[src/rtl/core_pkg.sv]
// Shared types and helpers for the 8-bit core control path: FSM states,
// opcode classes and the relative-offset sign extension.
package core_pkg;

  localparam int CORE_W = 8;
  localparam int OFF_W  = 6;

  localparam int                WAIT_LIMIT_DEF = 15;
  localparam logic [CORE_W-1:0] HALT_INSN_DEF  = 8'hFF;

  typedef enum logic [2:0] {
    IDLE   = 3'd0,
    FETCH  = 3'd1,
    DECODE = 3'd2,
    EXEC   = 3'd3,
    UPDATE = 3'd4,
    HALT   = 3'd5
  } state_e;

  localparam logic [1:0] OP_ALU  = 2'b00;
  localparam logic [1:0] OP_BZ   = 2'b01;
  localparam logic [1:0] OP_JMP  = 2'b10;
  localparam logic [1:0] OP_MISC = 2'b11;

  function automatic logic [1:0] op_class(input logic [CORE_W-1:0] insn);
    return insn[CORE_W-1 -: 2];
  endfunction

  // Relative branch/jump offset: ir[5:0] as a two's-complement value -32..+31.
  function automatic logic [CORE_W-1:0] sext_offset(input logic [OFF_W-1:0] off);
    return {{(CORE_W-OFF_W){off[OFF_W-1]}}, off};
  endfunction

endpackage

[src/rtl/fetch_wait_timer.sv]
// Counts consecutive FETCH cycles without an acknowledge; expire flags the
// increment that brings the count up to WAIT_LIMIT.
module fetch_wait_timer #(
  parameter int WAIT_LIMIT = 15
) (
  input  logic clk,
  input  logic resetn,
  input  logic clr,
  input  logic inc,
  output logic expire
);

  localparam int              CNT_W = $clog2(WAIT_LIMIT + 1);
  localparam logic [CNT_W-1:0] LAST = CNT_W'(WAIT_LIMIT - 1);

  logic [CNT_W-1:0] count_q, count_d;

  always_comb begin
    count_d = count_q;
    expire  = 1'b0;
    if (clr) begin
      count_d = '0;
    end else if (inc) begin
      count_d = count_q + CNT_W'(1);
      expire  = (count_q == LAST);
    end
  end

  always_ff @(posedge clk) begin
    if (!resetn) begin
      count_q <= '0;
    end else begin
      count_q <= count_d;
    end
  end

endmodule

[src/rtl/fetch_sequencer.sv]
// Multicycle fetch/decode/execute/update controller for the 8-bit core.
// All control outputs are registered from the next-state decode.
module fetch_sequencer
  import core_pkg::*;
#(
  parameter int                DATA_W     = CORE_W,
  parameter int                WAIT_LIMIT = WAIT_LIMIT_DEF,
  parameter logic [DATA_W-1:0] HALT_INSN  = HALT_INSN_DEF
) (
  input  logic              CLK,
  input  logic              resetn,
  input  logic              run,
  input  logic [DATA_W-1:0] pc_addr,
  output logic              mem_req,
  output logic [DATA_W-1:0] mem_addr,
  input  logic              mem_ack,
  input  logic [DATA_W-1:0] mem_rdata,
  output logic [DATA_W-1:0] ir,
  output logic              alu_en,
  input  logic              zero_flag,
  output logic              pc_step,
  output logic              pc_offset_bit,
  output logic [DATA_W-1:0] pc_offset,
  output logic              halted,
  output logic              fault
);

  state_e            state_q, state_d;
  logic [DATA_W-1:0] ir_q, ir_d;
  logic [DATA_W-1:0] pc_offset_q, pc_offset_d;
  logic              mem_req_q, mem_req_d;
  logic              alu_en_q, alu_en_d;
  logic              pc_step_q, pc_step_d;
  logic              pc_offset_bit_q, pc_offset_bit_d;
  logic              halted_q, halted_d;
  logic              fault_q, fault_d;

  logic taken;
  logic wait_clr, wait_inc, wait_expire;

  // The timer only runs while we sit in FETCH waiting for the acknowledge.
  assign wait_inc = (state_q == FETCH) && !mem_ack;
  assign wait_clr = (state_q != FETCH) || mem_ack;

  fetch_wait_timer #(
    .WAIT_LIMIT(WAIT_LIMIT)
  ) u_wait_timer (
    .clk   (CLK),
    .resetn(resetn),
    .clr   (wait_clr),
    .inc   (wait_inc),
    .expire(wait_expire)
  );

  // Only meaningful in EXEC, which is the sole predecessor of UPDATE.
  always_comb begin
    taken = 1'b0;
    case (op_class(ir_q))
      OP_BZ:   taken = zero_flag;
      OP_JMP:  taken = 1'b1;
      default: taken = 1'b0;
    endcase
  end

  always_comb begin
    state_d = state_q;
    ir_d    = ir_q;
    fault_d = fault_q;
    case (state_q)
      IDLE: begin
        if (run) state_d = FETCH;
      end
      FETCH: begin
        if (mem_ack) begin
          ir_d    = mem_rdata;
          state_d = DECODE;
        end else if (wait_expire) begin
          fault_d = 1'b1;
          state_d = HALT;
        end
      end
      DECODE:  state_d = (ir_q == HALT_INSN) ? HALT : EXEC;
      EXEC:    state_d = UPDATE;
      UPDATE:  state_d = run ? FETCH : IDLE;
      HALT:    state_d = HALT;
      default: state_d = IDLE;
    endcase
  end

  always_comb begin
    mem_req_d       = (state_d == FETCH);
    alu_en_d        = (state_d == EXEC) && (op_class(ir_d) == OP_ALU);
    pc_step_d       = (state_d == UPDATE);
    pc_offset_bit_d = (state_d == UPDATE) && taken;
    pc_offset_d     = '0;
    if ((state_d == UPDATE) && taken) begin
      pc_offset_d = sext_offset(ir_q[OFF_W-1:0]);
    end
    halted_d        = (state_d == HALT);
  end

  always_ff @(posedge CLK) begin
    if (!resetn) begin
      state_q         <= IDLE;
      ir_q            <= '0;
      pc_offset_q     <= '0;
      mem_req_q       <= 1'b0;
      alu_en_q        <= 1'b0;
      pc_step_q       <= 1'b0;
      pc_offset_bit_q <= 1'b0;
      halted_q        <= 1'b0;
      fault_q         <= 1'b0;
    end else begin
      state_q         <= state_d;
      ir_q            <= ir_d;
      pc_offset_q     <= pc_offset_d;
      mem_req_q       <= mem_req_d;
      alu_en_q        <= alu_en_d;
      pc_step_q       <= pc_step_d;
      pc_offset_bit_q <= pc_offset_bit_d;
      halted_q        <= halted_d;
      fault_q         <= fault_d;
    end
  end

  // The PC is frozen during FETCH, so the address can follow it directly.
  assign mem_addr      = pc_addr;
  assign mem_req       = mem_req_q;
  assign ir            = ir_q;
  assign alu_en        = alu_en_q;
  assign pc_step       = pc_step_q;
  assign pc_offset_bit = pc_offset_bit_q;
  assign pc_offset     = pc_offset_q;
  assign halted        = halted_q;
  assign fault         = fault_q;

endmodule

[config.mk]
export PLATFORM = sky130hd
export DESIGN_NAME = fetch_sequencer
export DESIGN_NICKNAME = d
export VERILOG_FILES = /design/src/rtl/core_pkg.sv /design/src/rtl/fetch_wait_timer.sv /design/src/rtl/fetch_sequencer.sv
export SDC_FILE = /design/constraint.sdc
export NUM_CORES = 1
export LEC_CHECK = 0
export ABC_AREA = 0
export CORE_MARGIN = 5
export CORE_UTILIZATION = 44
export DETAILED_ROUTE_END_ITERATION = 10
export PLACE_DENSITY = 0.92
export SETUP_SLACK_MARGIN = 0.4
export SYNTH_ARGS = -nofsm -noshare
export SYNTH_HDL_FRONTEND = slang
export SYNTH_SLANG_ARGS = --single-unit
export TNS_END_PERCENT = 100
[constraint.sdc]
create_clock -name CLK -period 2.47 [get_ports CLK]
set_input_delay 0.494 -clock CLK [delete_from_list [all_inputs] [get_ports CLK]]
set_output_delay 0.494 -clock CLK [all_outputs]
set_load 0.01 [all_outputs]
* After elaboration in Yosys (flattened, before gate mapping)
Cells that the tools add are included.
** Operators by class
- Bitwise gates (word level) :: 2
- Equal/unequal tests :: 14
- Reduce and logical (&&, ||, !) cells :: 11
- Add/subtract/negate cells :: 1
- Mux-type cells :: 11
** Operators by type and width (number)
- 3-bit case mux with 6 select lines :: 1
- 8-bit 2-to-1 mux :: 2
- 3-bit == test (second input constant) :: 4
- 3-bit 2-to-1 mux :: 4
- 3-bit by 2-bit == test with 1-bit output (second input constant) :: 3
- 8-bit == test (second input constant) :: 1
- 3-bit by 1-bit == test with 1-bit output (second input constant) :: 2
- 4-bit by 1-bit adder with 4-bit output (second input constant) :: 1
- 4-bit == test (second input constant) :: 1
- 2-bit AND reduction :: 2
- 1-bit logical AND :: 3
- 3-bit zero test :: 1
- 1-bit 2-to-1 mux :: 3
- 3-bit by 1-bit inequality test with 1-bit output (second input constant) :: 1
- 3-bit AND reduction :: 1
- 2-bit by 1-bit == test with 1-bit output (second input constant) :: 1
- 2-bit == test (second input constant) :: 1
- 2-bit zero test :: 1
- 1-bit inverter :: 2
- 1-bit case mux with 2 select lines :: 1
- 2-bit OR reduction :: 1
- 1-bit zero test :: 1
- 1-bit logical OR :: 1
** Storage, ports and cells
- Output and inout bits :: 30
- Register bits :: 27
- Word-level logic and storage cells :: 50
- Input bits :: 21

* Depth between registers and ports, before layout
- Depth in word-level cells :: 10
- Depth in mapped cells :: 6
- Gate-level depth less buffers :: 6

* Cells and area by module
Synthesis repeated with hierarchy kept, for this count alone.
** Second synthesis, totals
- Cell total of the unflattened synthesis :: 135
- Area, all modules :: 1228.7 um^2
** Modules (own cells, without submodules)
- fetch_sequencer :: area an instance 1019.7 um^2, seq. area each 460.4 um^2, times used 1, cells each 113
- fetch_wait_timer :: area an instance 209.0 um^2, seq. area each 80.1 um^2, times used 1, cells each 22

* Worst setup path before layout
Ideal clock, no wire load.
- Kind :: register to register
- Start point :: register u_wait_timer.count_q[0]
- End point :: register halted_q (netlist: halted)
- Required time :: 2.352 ns
- Slack :: 1.012 ns
- Arrival time :: 1.341 ns
- Library setup time :: 0.118 ns
- Clock period less this slack :: 1.458 ns
- Buffers on the path :: 0
- Stages on the path, launching flop included :: 7
- Path through :: dfxtp_1 > inv_1 > ha_1 > and3_1 > a22o_1 > or2_1 > nor2b_1
** Between the ends
- Word-level cells in the longest chain between the ends :: 7
** Ends and longest elaborated chain
- from (decl) :: line fetch_wait_timer.sv:16 : logic [CNT_W-1:0] count_q, count_d;
- from (signal assigned) :: line fetch_wait_timer.sv:33 : count_q <= count_d;
- 4-bit == test :: line fetch_wait_timer.sv:25 : expire = (count_q == LAST);
- 1-bit 2-to-1 mux :: line fetch_wait_timer.sv:23 : end else if (inc) begin
- 1-bit 2-to-1 mux :: line fetch_wait_timer.sv:21 : if (clr) begin
- 3-bit 2-to-1 mux :: line fetch_sequencer.sv:77 : end else if (wait_expire) begin
- 3-bit 2-to-1 mux :: line fetch_sequencer.sv:74 : if (mem_ack) begin
- 3-bit case mux with 6 select lines :: line fetch_sequencer.sv:69 : case (state_q)
- 3-bit == test :: line fetch_sequencer.sv:99 : halted_d = (state_d == HALT);
- to (signal assigned) :: line fetch_sequencer.sv:121 : halted_q <= halted_d;
- to (decl) :: line fetch_sequencer.sv:35 : logic halted_q, halted_d;
Every way passes these cells.
A chain may end at the register's enable or synchronous reset.

* Worst setup path in the final report
- Start point :: register ir_q[7] (netlist: ir[7])
- End point :: output ir[7]
** RTL lines
- from (decl) :: line fetch_sequencer.sv:29 : logic [DATA_W-1:0] ir_q, ir_d;
- from (signal assigned) :: line fetch_sequencer.sv:115 : ir_q <= ir_d;
- to (decl) :: line fetch_sequencer.sv:18 : output logic [DATA_W-1:0] ir,
No word-level cell between the ends.

==> results by stage <==
Pwr:
- The cell area power density is 510 nW/um2.
- The worst supply voltage drop on vdd is 0.000360 V.
- For this design the static power due to leakage is 0.000538 uW.

Synth:
- The number of synthesized register bits is 27.
- The synthesized netlist devotes 21.1% of its cell area to simple gates.
- The predominant post-synthesis flop cell is sky130_fd_sc_hd__dfxtp_1.
- After synthesis, the cell types taking the most area are sky130_fd_sc_hd__dfxtp_1 46%, sky130_fd_sc_hd__a21boi_0 6.4%, sky130_fd_sc_hd__buf_4 6.4%.
- The number of synthesized flops with an enable pin is 0.
- The share of async-settable or async-resettable flops after synthesis is 0%.
- The synthesized netlist devotes around 5.3% of its cell area to adder and majority cells.
- The synthesized netlist devotes 12.2% of its cell area to compound gates.
- The synthesized net count is approximately 160.
- The largest total area in the synthesized netlist belongs to sky130_fd_sc_hd__dfxtp_1.
- The count of different cell masters after synthesis is 34.
- A synthesized cell averages 9.09 um2.
- The cell count after synthesis came out at 129.
- The multiplexer area fraction after synthesis is 0%.
- The Yosys step of the flow raised 0 warnings.
- The combinational family with the most area after synthesis is simple AND/OR/NAND/NOR gates.
- By count the netlist is led by 27 x sky130_fd_sc_hd__dfxtp_1, 18 x sky130_fd_sc_hd__nand2_1, 11 x sky130_fd_sc_hd__inv_1.
- The share of the yosys chip area belonging to registers is 46.1%.
- Summing the areas of all xor and xnor instances in the mapped netlist gives 2.24% of the synthesized area.
- The area fraction of the dominant cell type after synthesis is between 40% and 50%.
- The cell area after synthesis is 1170 um2.
- The library cell with the highest instance count after synthesis is sky130_fd_sc_hd__dfxtp_1.

Drt:
- The number of DRC violations after detailed-routing iteration 0 is 19.
- Wires add up to ~2.6 mm.
- The first detailed-routing pass took 4 iterations.
- In the routed design, unresolved DRC markers number 0.
- The residual antenna-violating net count after detailed routing is 0.
- In the final routed layout, each cell accounts on average for 14.2 um.
- The detailed router placed 941 vias in this run.
- The via-per-instance ratio is 5.11.

Worst hold path:
- The type of the most critical hold path is register to register.
- The end point of the worst hold path is pc_offset[3]$_SDFF_PN0_.
- The worst hold path begins at ir[3]$_SDFFE_PN0P_.
- The cell count of the worst hold path is 2.

Die:
- The initial utilization of the core area, before any placement, comes to a little under half.
- The floorplan core area is 2520 um2.
- The area of the die is around 3800 um2.
- The initialized floorplan defines 18 standard-cell rows.
- Measured along the x axis, the die boundary spans 61.6 um.
- The vertical die dimension is 61.6 um.
- The I/O pin count is 51.

Setup path:
- The internal reg-to-reg setup slack is 0.77 ns.
- The critical path is of the register to output port type.
- The critical register-to-register path endpoint is pc_offset[1]$_SDFF_PN0_.
- The number of buffers and inverters on the critical path is 1.
- The largest stage delay on the critical path is 0.60 ns.
- Along the worst path, the maximum fanout reaches 6.
- The signal on the critical path passes through clkdlybuf4s50_1.
- The standard cell with the maximum stage delay on the critical path is sky130_fd_sc_hd__clkdlybuf4s50_1.
- The cell family with the largest share of critical-path delay is buffers and inverters.
- Data arrives at the worst endpoint at 1.42 ns.
- Data on the critical path is required at its endpoint by a little under 2 ns.
- The worst flop-to-flop path startpoint is ir[7]$_SDFF_PN0_.
- For the worst flop-to-flop path, the logic depth is 5.
- The kind of launch point of the worst setup path is a register.
- The critical path capture point type is an output port.

CTS:
- Buffers added to address setup during post-CTS repair amount to 0.
- The number of gates resized after CTS was 0.
- For the worst-skew pair, the clock arrives at the later sink with an insertion delay of roughly 0.34 ns.
- In this run the deepest clock path goes through 2 buffers.
- Clock-pin slew was measured on the worst setup and hold paths at 0.14 ns.
- The clock net sink count is 27.
- The hold-fix buffer count after cts is 0.
- The CTS root buffer is sky130_fd_sc_hd__clkbuf_4.
- TritonCTS built the clock tree.
- The number of clock buffers added by TritonCTS is 3.
- The total number of H-tree levels is 1.

Layout:
- The growth of design area from synthesis to finish is 26.3%.
- At the end of the flow the core is filled with cells to 58.7%.
- The number of antenna diodes is 0.
- In the final design database the tool counted 181 nets.
- The layout has roughly 230 filler cells.
- In the final layout, the share of cells above drive strength 1 is under 10%.

Global routing:
- The initial antenna violation count was 0.
- The first global-routing pass estimated 4.28 mm of wire.
- The overall global routing resource usage is 15.4%.
- The number of global-route vias before repair is 922.
- The pin count of the biggest net entering global routing is 15.
- The overall overflow remaining after global route is 0.

Flow run:
- The max-cap violation count is 0.

STA:
- The number of hold-slack violations in the final timing report was 0.
- The final-layout setup total negative slack is 0 ns.
- The final count of pins violating max slew is 0.
- Setup repair after global routing left no endpoint under its margin.
- Dividing the final minimum period by the clock period gives between 70 and 80%.
- The minimum clock period is 1.92 ns.
- The pin slew with the least headroom to its limit is between 0.4 and 0.5 ns.
- Setup violations remaining at the end of the flow were counted as 0.
- The worst max-slew margin expressed relative to the limit is 70.5%.
- The tightest hold path in the finished design has a slack of 0.483 ns.
- For the final database, setup skew stands at 0.00986 ns.
- For this run, the top clock speed supported by timing is 522 MHz.

Place:
- After legalization and detailed placement, the total HPWL measured 2.05 mm.
- The count of buffers from port buffering is 34.
- At the end of routability-driven placement, the weighted congestion stood at 0.835.

Run status:
- The run finished with clean final reports.
power by group:
| part | total [uW] | switching (uW) | internal [uW] | leakage, uW |
|---|---|---|---|---|
| logic | 92.4 | 39.2 | 53.3 | 0.000304 |
| registers | 465 | 17.0 | 448 | 0.000219 |
| clock network | 196 | 133 | 63.7 | 0.0000150 |
sequential cells by signal, indices dropped and copies added (netlist names):
name                  flops
pc_offset_bit             1
ir                        8
pc_step                   1
fault                     1
halted                    1
state_q                   3
pc_offset                 6
u_wait_timer.count_q      4
alu_en                    1
mem_req                   1
logic make-up (layout without fill, tap and decap cells):
kind of cell	after synthesis	after routing
xor+xnor	3	3
simple gates	48	48
buf+inv	26	51
fa+ha+maj	5	5
compound gates	20	20
flops	27	27
stage by stage:
| step | total power [uW] | setup slack [ns] | cells | cell area (um2) |
|---|---|---|---|---|
| 4_1_cts | 752 | 0.550 | 184 | 1480 |
| 3_3_place_gp | 563 | 0.561 | 180 | 1450 |
| 6_report | 754 | 0.553 | 184 | 1480 |
| 5_1_grt | 786 | 0.498 | 184 | 1480 |
| 2_1_floorplan | 533 | 1.01 | 129 | 1170 |
| 3_5_place_dp | 567 | 0.474 | 180 | 1450 |
layer usage:
metal / GRT usage, % / part of all wire (%) / wire, um
met2: 28.0 / 51 / 1330
met3: 4.61 / 8.1 / 211
met4: 6.67 / 1.9 / 49
met5: 0 / 0 / 0
met1: 16.4 / 39 / 1030
cell usage in the layout, fill, tap and decap left out, drive strengths merged:
master	count
a22o	1
nor2	6
nor3b	1
o21a	1
o31a	1
buf	2
xor2	2
nor4b	1
xnor2	1
and3	1
nand2	18
nor3	7
nor4	2
nand3	3
a21boi	10
nand4	1
and2	1
nand3b	1
clkdlybuf4s50	34
nand2b	1
nor2b	2
clkbuf	4
nor4bb	1
a21oi	2
o21ai	4
ha	5
or3	1
dfxtp	27
or2	1
inv	11
a211o	1
area by class of cell:
class	count	area [um2]	share of cell area [%]
flip-flops and latches	27	541	36.5
inverters	11	41.3	2.79
repair buffers	36	355	24.0
well taps	30	37.5	2.54
clock buffers	4	26.3	1.78
multi-input cells	76	479	32.4
worst max path at each step:
| stage | startpoint | end | slack (ns) | cells after the start |
|---|---|---|---|---|
| 2_1_floorplan | u_wait_timer.count_q[0]$_SDFFE_PP0P_ | halted$_SDFF_PN0_ | 1.01 | 6 |
| 3_3_place_gp | resetn | mem_req$_SDFF_PN0_ | 0.56 | 5 |
| 3_5_place_dp | mem_ack | alu_en$_SDFF_PN0_ | 0.47 | 6 |
| 4_1_cts | ir[7]$_SDFF_PN0_ | ir[7] | 0.55 | 1 |
| 5_1_grt | ir[7]$_SDFF_PN0_ | ir[7] | 0.50 | 1 |
| 6_report | ir[7]$_SDFF_PN0_ | ir[7] | 0.55 | 1 |
No activity file was read; power rests on OpenSTA's default activity.
